--- config.mk ---
export PLATFORM = sky130hd
export DESIGN_NAME = ccg_sweep_sequencer
export DESIGN_NICKNAME = d
export VERILOG_FILES = /design/src/rtl/ccg_sweep_sequencer.sv
export SDC_FILE = /design/constraint.sdc
export NUM_CORES = 1
export LEC_CHECK = 0
export ABC_AREA = 1
export CAP_MARGIN = 20
export CORE_MARGIN = 4
export CORE_UTILIZATION = 42
export CTS_CLUSTER_SIZE = 12
export DETAILED_ROUTE_END_ITERATION = 6
export HOLD_SLACK_MARGIN = 0.05
export PLACE_DENSITY = 0.7
export SYNTH_ARGS = -nofsm -noshare
export SYNTH_HDL_FRONTEND = slang
export SYNTH_SLANG_ARGS = --single-unit
--- constraint.sdc ---
create_clock -name clk -period 2.1 [get_ports clk]
set_input_delay 0.21 -clock clk [delete_from_list [all_inputs] [get_ports clk]]
set_output_delay 0.21 -clock clk [all_outputs]
set_load 0.005 [all_outputs]
--- src/rtl/ccg_sweep_sequencer.sv ---
// Sweep sequencer for a 4-input / 6-output CCG netlist instance.
// Steps a wrap-around range of input vectors, waits a settle time per
// vector, captures the six outputs, streams each result over valid/ready
// and folds every accepted result into a 16-bit rotating signature.
//
// state    | meaning
// ---------+----------------------------------------------------------
// ST_IDLE  | waiting for start; dut_x and sig hold the last sweep
// ST_SETTLE| vector applied on dut_x, counting down the settle time
// ST_OUT   | result presented, waiting for res_ready
// ST_DONE  | one-cycle done pulse after the last accepted result
module ccg_sweep_sequencer #(
    parameter int unsigned SETTLE_CYCLES = 1
) (
    input  logic        clk,
    input  logic        rst_n,
    input  logic        start,
    input  logic [3:0]  first_vec,
    input  logic [3:0]  last_vec,
    output logic [3:0]  dut_x,
    input  logic [5:0]  dut_f,
    output logic        res_valid,
    input  logic        res_ready,
    output logic [3:0]  res_vec,
    output logic [5:0]  res_f,
    output logic [15:0] sig,
    output logic        busy,
    output logic        done
);

    // Legal settle range is 1..15, so the reload value always fits 4 bits.
    localparam logic [3:0] SETTLE_LOAD = 4'(SETTLE_CYCLES);

    typedef enum logic [1:0] {
        ST_IDLE,
        ST_SETTLE,
        ST_OUT,
        ST_DONE
    } state_t;

    state_t      state_q,   state_d;
    logic [3:0]  cnt_q,     cnt_d;
    logic [3:0]  cur_q,     cur_d;
    logic [3:0]  last_q,    last_d;
    logic [3:0]  res_vec_q, res_vec_d;
    logic [5:0]  res_f_q,   res_f_d;
    logic [15:0] sig_q,     sig_d;

    // State and datapath registers; reset aborts any sweep in progress.
    always_ff @(posedge clk or negedge rst_n) begin
        if (!rst_n) begin
            state_q   <= ST_IDLE;
            cnt_q     <= '0;
            cur_q     <= '0;
            last_q    <= '0;
            res_vec_q <= '0;
            res_f_q   <= '0;
            sig_q     <= '0;
        end else begin
            state_q   <= state_d;
            cnt_q     <= cnt_d;
            cur_q     <= cur_d;
            last_q    <= last_d;
            res_vec_q <= res_vec_d;
            res_f_q   <= res_f_d;
            sig_q     <= sig_d;
        end
    end

    // Next-state logic: settle down-counter, capture, accept and signature fold.
    always_comb begin
        state_d   = state_q;
        cnt_d     = cnt_q;
        cur_d     = cur_q;
        last_d    = last_q;
        res_vec_d = res_vec_q;
        res_f_d   = res_f_q;
        sig_d     = sig_q;

        case (state_q)
            ST_IDLE: begin
                if (start) begin
                    cur_d   = first_vec;
                    last_d  = last_vec;
                    sig_d   = '0;
                    cnt_d   = SETTLE_LOAD;
                    state_d = ST_SETTLE;
                end
            end
            ST_SETTLE: begin
                cnt_d = cnt_q - 4'd1;
                // A count of 1 means this edge is the one that reaches zero.
                if (cnt_q == 4'd1) begin
                    res_f_d   = dut_f;
                    res_vec_d = cur_q;
                    state_d   = ST_OUT;
                end
            end
            ST_OUT: begin
                if (res_ready) begin
                    sig_d = {sig_q[14:0], sig_q[15]} ^ {10'b0, res_f_q};
                    if (cur_q == last_q) begin
                        state_d = ST_DONE;
                    end else begin
                        cur_d   = cur_q + 4'd1;
                        cnt_d   = SETTLE_LOAD;
                        state_d = ST_SETTLE;
                    end
                end
            end
            ST_DONE: begin
                state_d = ST_IDLE;
            end
            default: begin
                state_d = ST_IDLE;
            end
        endcase
    end

    // Status outputs decode registered state only, so no input reaches an output combinationally.
    assign dut_x     = cur_q;
    assign res_valid = (state_q == ST_OUT);
    assign res_vec   = res_vec_q;
    assign res_f     = res_f_q;
    assign sig       = sig_q;
    assign busy      = (state_q == ST_SETTLE) || (state_q == ST_OUT);
    assign done      = (state_q == ST_DONE);

endmodule

==> After elaboration in Yosys (flattened, before gate mapping) <==
Index checks and enable logic that the tools add are counted.
{ "totals": {"ramBits": 0, "elab_cells": 45, "input_bits": 18, "latch_bits": 0, "n_memories": 0, "out_inout_bits": 33, "rom_bits": 0, "reg_bits": 40} }
{ "op_classes": {"n_div": 0, "muxes": 16, "shifts": 0, "mul": 0, "addsub": 2, "reduce_logical": 10, "n_eq_ne": 9, "magnitude_cmp": 0, "bitwise": 1} }
{ "ops": {"columns": ["operator", "count"], "rows": [
  ["$mux 16", 2],
  ["$pmux 16 s2", 1],
  ["$mux 4", 6],
  ["$xor 16x6->16", 1],
  ["$pmux 4 s3", 1],
  ["$mux 2", 4],
  ["$pmux 2 s4", 1],
  ["$pmux 4 s2", 1],
  ["$reduce_and 4->1", 2],
  ["$ne 2x2->1 const B", 3],
  ["$reduce_and 3->1", 2],
  ["$add 4x1->4 const B", 1],
  ["$eq 2x2->1 const B", 2],
  ["$eq 4x1->1 const B", 1],
  ["$eq 4x4->1", 1],
  ["$reduce_and 2->1", 2],
  ["$sub 4x1->4 const B", 1],
  ["$reduce_bool 3->1", 1],
  ["$eq 2x1->1 const B", 1],
  ["$logic_not 2->1", 1],
  ["$ne 2x1->1 const B", 1],
  ["$reduce_bool 2->1", 1],
  ["$logic_or 1x1->1", 1]
]} }

==> Depth between registers and ports, before layout <==
Gate-level depths: netlist of the first run.
{ "depth": {"depth_word": 4, "mapped_depth": 10, "ltp_nobuf": 10} }

==> Least setup slack after synthesis of the first run <==
Ideal clock, no wire load.
{ "synth_timing": {"kind": "register to register", "startpoint": "reg state_q[0]", "endpoint": "reg cur_q[3] (netlist: dut_x[3])", "setup_time_ns": 0.117, "required_ns": 1.983, "stages_incl_launch_ff": 10, "path_slack_ns": 0.629, "path_buffers": 2, "t_arrival_ns": 1.354, "synth_period_minus_slack_ns": 1.471, "cell_sequence": "dfrtp_1 -> inv_1 -> ha_1 -> buf_6 -> nand2_1 -> nor2_2 -> nand3_2 -> buf_6 -> nand3_1 -> nand2_1"} }
{ "synth_between": {"elab_chain_cells": 3, "elab_cells_between_ends": 8, "classes_between": "eq/ne (4); mux (1); reduce/logical (3)"} }
{ "synth_rtl": {"columns": ["element", "line", "rtl"], "rows": [
  ["from (decl)", "41", "state_t state_q, state_d;"],
  ["from (signal assigned)", "60", "state_q <= state_d;"],
  ["$eq 2x2->1 *", null, null],
  ["named net res_valid", "22", "output logic res_valid,"],
  ["$ne 2x2->1 (no source line), or another cell as far along", null, null],
  ["$reduce_and 4->1 (no source line)", null, null],
  ["to (signal assigned)", "62", "cur_q <= cur_d;"],
  ["to (decl)", "43", "logic [3:0] cur_q, cur_d;"]
]} }
Mark *: on every way through the listed nets, which the timed path passes. The rest lies on a longest branch.
A chain may end at the register's enable or synchronous reset.

==> Final worst setup path of the first run <==
{ "layout_timing": {"startpoint": "reg state_q[0]", "endpoint": "out res_valid"} }
{ "layout_between": {"elab_chain_cells": 1} }
{ "layout_rtl": {"columns": ["element", "line", "rtl"], "rows": [
  ["$eq 2x2->1", "122", "assign res_valid = (state_q == ST_OUT);"],
  ["to (decl)", "22", null]
]} }
Every way passes these cells.

==> results.py, run 1 <==
metrics = {
    "power_and_ir_drop": {
        "finalPower_uw": 3820,
        "seqPwrFrac_pct": 35.2,
        "powerDensity_nw_per_um2": 1440,
        "p_clk_share_pct": 14.4,
        "irDropWorstVdd_uv": 668,
        "pwr-share-comb_pct": 50.4,
        "p_sw_share_pct": 40.1,
        "switchingPower_uw": 1530,
        "leakage_uw": 0.00124,
        "intPower_uw": 2290,
    },
    "synth": {
        "synth_cell_types": 24,
        "syn_nets": 250,
        "synth_area_sq_um": 2010,
        "ys_warn_count": 0,
        "synth.cells.most_frequent": "50 x nand2_1, 40 x dfrtp_1, 32 x o21ai_0",
        "synth_cells": 224,
        "ys.flop_type": "dfrtp_1",
        "ys_async_sr_fraction_pct": 100,
        "synth_area_leaders": "dfrtp_1 50%, nand2_1 9.3%, o21ai_0 8.0%, ha_1 5.0%, inv_1 3.9%",
        "synth.most_common_cell": "nand2_1",
        "yosysTopAreaCellShare_pct": 49.7,
        "ys_seq_area_share_pct": 49.7,
        "syn_area_per_cell_sq_um": 8.99,
        "ys_ff_latch": 40,
        "synth_edf_count": 0,
        "synth_top_area_cell": "dfrtp_1",
    },
    "sta": {
        "slew_headroom_pct": 67.0,
        "post-route-min-period_ns": 1.93,
        "period_share_pct": 91.7,
        "rsz0062_at_grt": "no",
        "finalSetupViolCount": 0,
        "fmax_ghz": 0.519,
        "fin_setup_tns_ns": 0,
        "hold_viol": 0,
        "slew_violations": 0,
        "tightestPinTransition_ns": 0.495,
        "finalClockSkew_ns": 0.00786,
    },
    "floorplan": {
        "die-area_sq_um": 5970,
        "rows": 24,
        "initial_core_util_pct": 44.7,
        "die_width_microns": 77.2,
        "die_y_microns": 77.2,
        "core_sq_um": 4500,
        "pin_count": 51,
    },
    "final_layout": {
        "diodes": 0,
        "drive_gt1_share_pct": 10.7,
        "final_nets": 305,
        "final_cell_area_sq_um": 2650,
        "fin_cells": 332,
        "syn_to_final_growth_pct": 31.8,
    },
    "cts": {
        "htreeDepth": 2,
        "cts_sinks": 40,
        "cts_buffers": 5,
        "clk_pin_slew_ns": 0.08,
        "clock_tree.root_cell": "clkbuf_8",
        "cts_resized": 0,
        "cts_tree": "built",
        "hold_buffers": 1,
        "ctsLongestPathBuffers": 2,
        "insertion_delay_ns": 0.30,
        "cts_setup_buffers": 0,
    },
    "route": {
        "wire_per_inst_microns": 14.0,
        "wl_microns": 4650,
        "vias": 1680,
        "first_iter_violations": 113,
        "vias_per_cell": 5.06,
        "remaining_drc_errors": 0,
        "ant_nets": 0,
        "firstDrtPassIters": 4,
    },
    "placement": {
        "dp_cells": 323,
        "placed_area_sq_um": 2550,
        "place.gp.congestion": 0.788,
        "io_buffers": 50,
        "dp_hpwl_microns": 3400,
    },
    "worst_setup_path": {
        "ff2ff_path_depth": 8,
        "critPathLaunchType": "flop",
        "crit_path_max_fanout": 7,
        "r2r_slack_ns": 0.30,
        "worstPathArrival_ns": 1.72,
        "required_ns": 1.89,
        "r2r-end": "dut_x[2]",
        "critPathKind": "flop to output pin",
        "reg2reg_from": "state_q[0]",
        "worstSetupEndpointType": "output pin",
    },
    "grt": {
        "grt_pass1_wl_microns": 7860,
        "grt_usage_pct": 16.5,
        "grt_start_max_net_pins": 23,
        "antenna_found_initial": 0,
        "grt_pass1_vias": 1633,
        "grt_overflow_total": 0,
    },
    "worst_hold_path": {
        "holdCritPathClass": "input pin to asynchronous set/reset pin",
    },
    "flow_run": {
        "drv_cap": 0,
    },
    "status": {
        "status": "completed",
    },
}
## power by group through the flow
stage,logic (uW),clock network [uW],registers [uW]
floorplan,1190,0,1300
global placement,1900,0,1350
detailed placement,1930,0,1350
CTS,1950,557,1340
global route,2160,582,1400
finish,1930,549,1340
## worst max-delay path, stage by stage (launching register included)
cell	delay [ns]
dfrtp_1	0.41
inv_1	0.12
ha_1	0.30
clkdlybuf4s50_1	0.58
## stage by stage
stage	hold slack, ns	util [%]	worst slack, ns
floorplan	-0.0856	-	0.629
global placement	0.203	56.6	0.384
detailed placement	0.201	56.6	0.330
CTS	0.407	58.9	0.182
global route	0.431	58.9	0.0821
finish	0.390	58.9	0.174
## cells in the final DEF, fill, tap and decap left out, types with 5 or more instances in the layout
| cell type | n |
|---|---|
| nand2_1 | 50 |
| clkdlybuf4s50_1 | 49 |
| dfrtp_1 | 40 |
| o21ai_0 | 32 |
| inv_1 | 21 |
| nand3_1 | 15 |
| nor2_1 | 13 |
| a21oi_1 | 9 |
| ha_1 | 8 |
| clkbuf_8 | 6 |
| o31ai_1 | 5 |
| buf_4 | 5 |
## kinds of logic (layout without fill, tap and decap cells)
family                     Yosys count  count (layout)  share of synthesized area, %
and+or+nand+nor                     87              87                          18.9
muxes                                8               8                          5.22
xor gates and xnor gates             3               3                          1.31
buffers and inverters               30              86                          7.21
adders and majority gates            8               8                          4.97
DFF                                 40              40                          49.7
AOI/OAI and AO/OA                   48              48                          12.7
## per-layer routing
metal | GRT usage, % | share of wire (%)
met3 | 4.22 | 6.1
met5 | 0 | 0
met1 | 22.2 | 47
met4 | 6.94 | 1.3
met2 | 25.3 | 46
## how the worst max path moves through the flow
stage / start / to / slack, ns / cells past startpoint
floorplan: state_q[0] / dut_x[3] / 0.63 / 9
global placement: state_q[0] / dut_x[2] / 0.38 / 8
detailed placement: state_q[0] / dut_x[3] / 0.33 / 8
CTS: state_q[0] / res_valid / 0.18 / 3
global route: state_q[0] / res_valid / 0.08 / 3
finish: state_q[0] / res_valid / 0.17 / 3
## registers in the layout, indices dropped and copies added (netlist names)
register and cells:
res_f 6, state_q 2, sig 16, res_vec 4, cnt_q 4, last_q 4, dut_x 4
## final cells by class
type	count	area (sq um)
Multi-Input combinational cell	154	867
Sequential cell	40	1000
Fill cell	415	1850
Clock buffer	7	86.3
Tap cell	52	65.1
Timing Repair Buffer	56	543
Inverter	22	82.6
Clock inverter	1	7.51
Power figures use the tool's default switching activity.
==> inputs of run 2 (changes only) <==
Settings changed: SLEW_MARGIN from default to 30.
==> results of run 2 <==
The final DEF is identical to that of run 1; final timing and power are the same.
==> inputs of run 3 (changes only) <==
Settings changed: TNS_END_PERCENT from default to 10.
==> results of run 3 <==
The final DEF is identical to that of run 1; final timing and power are the same.
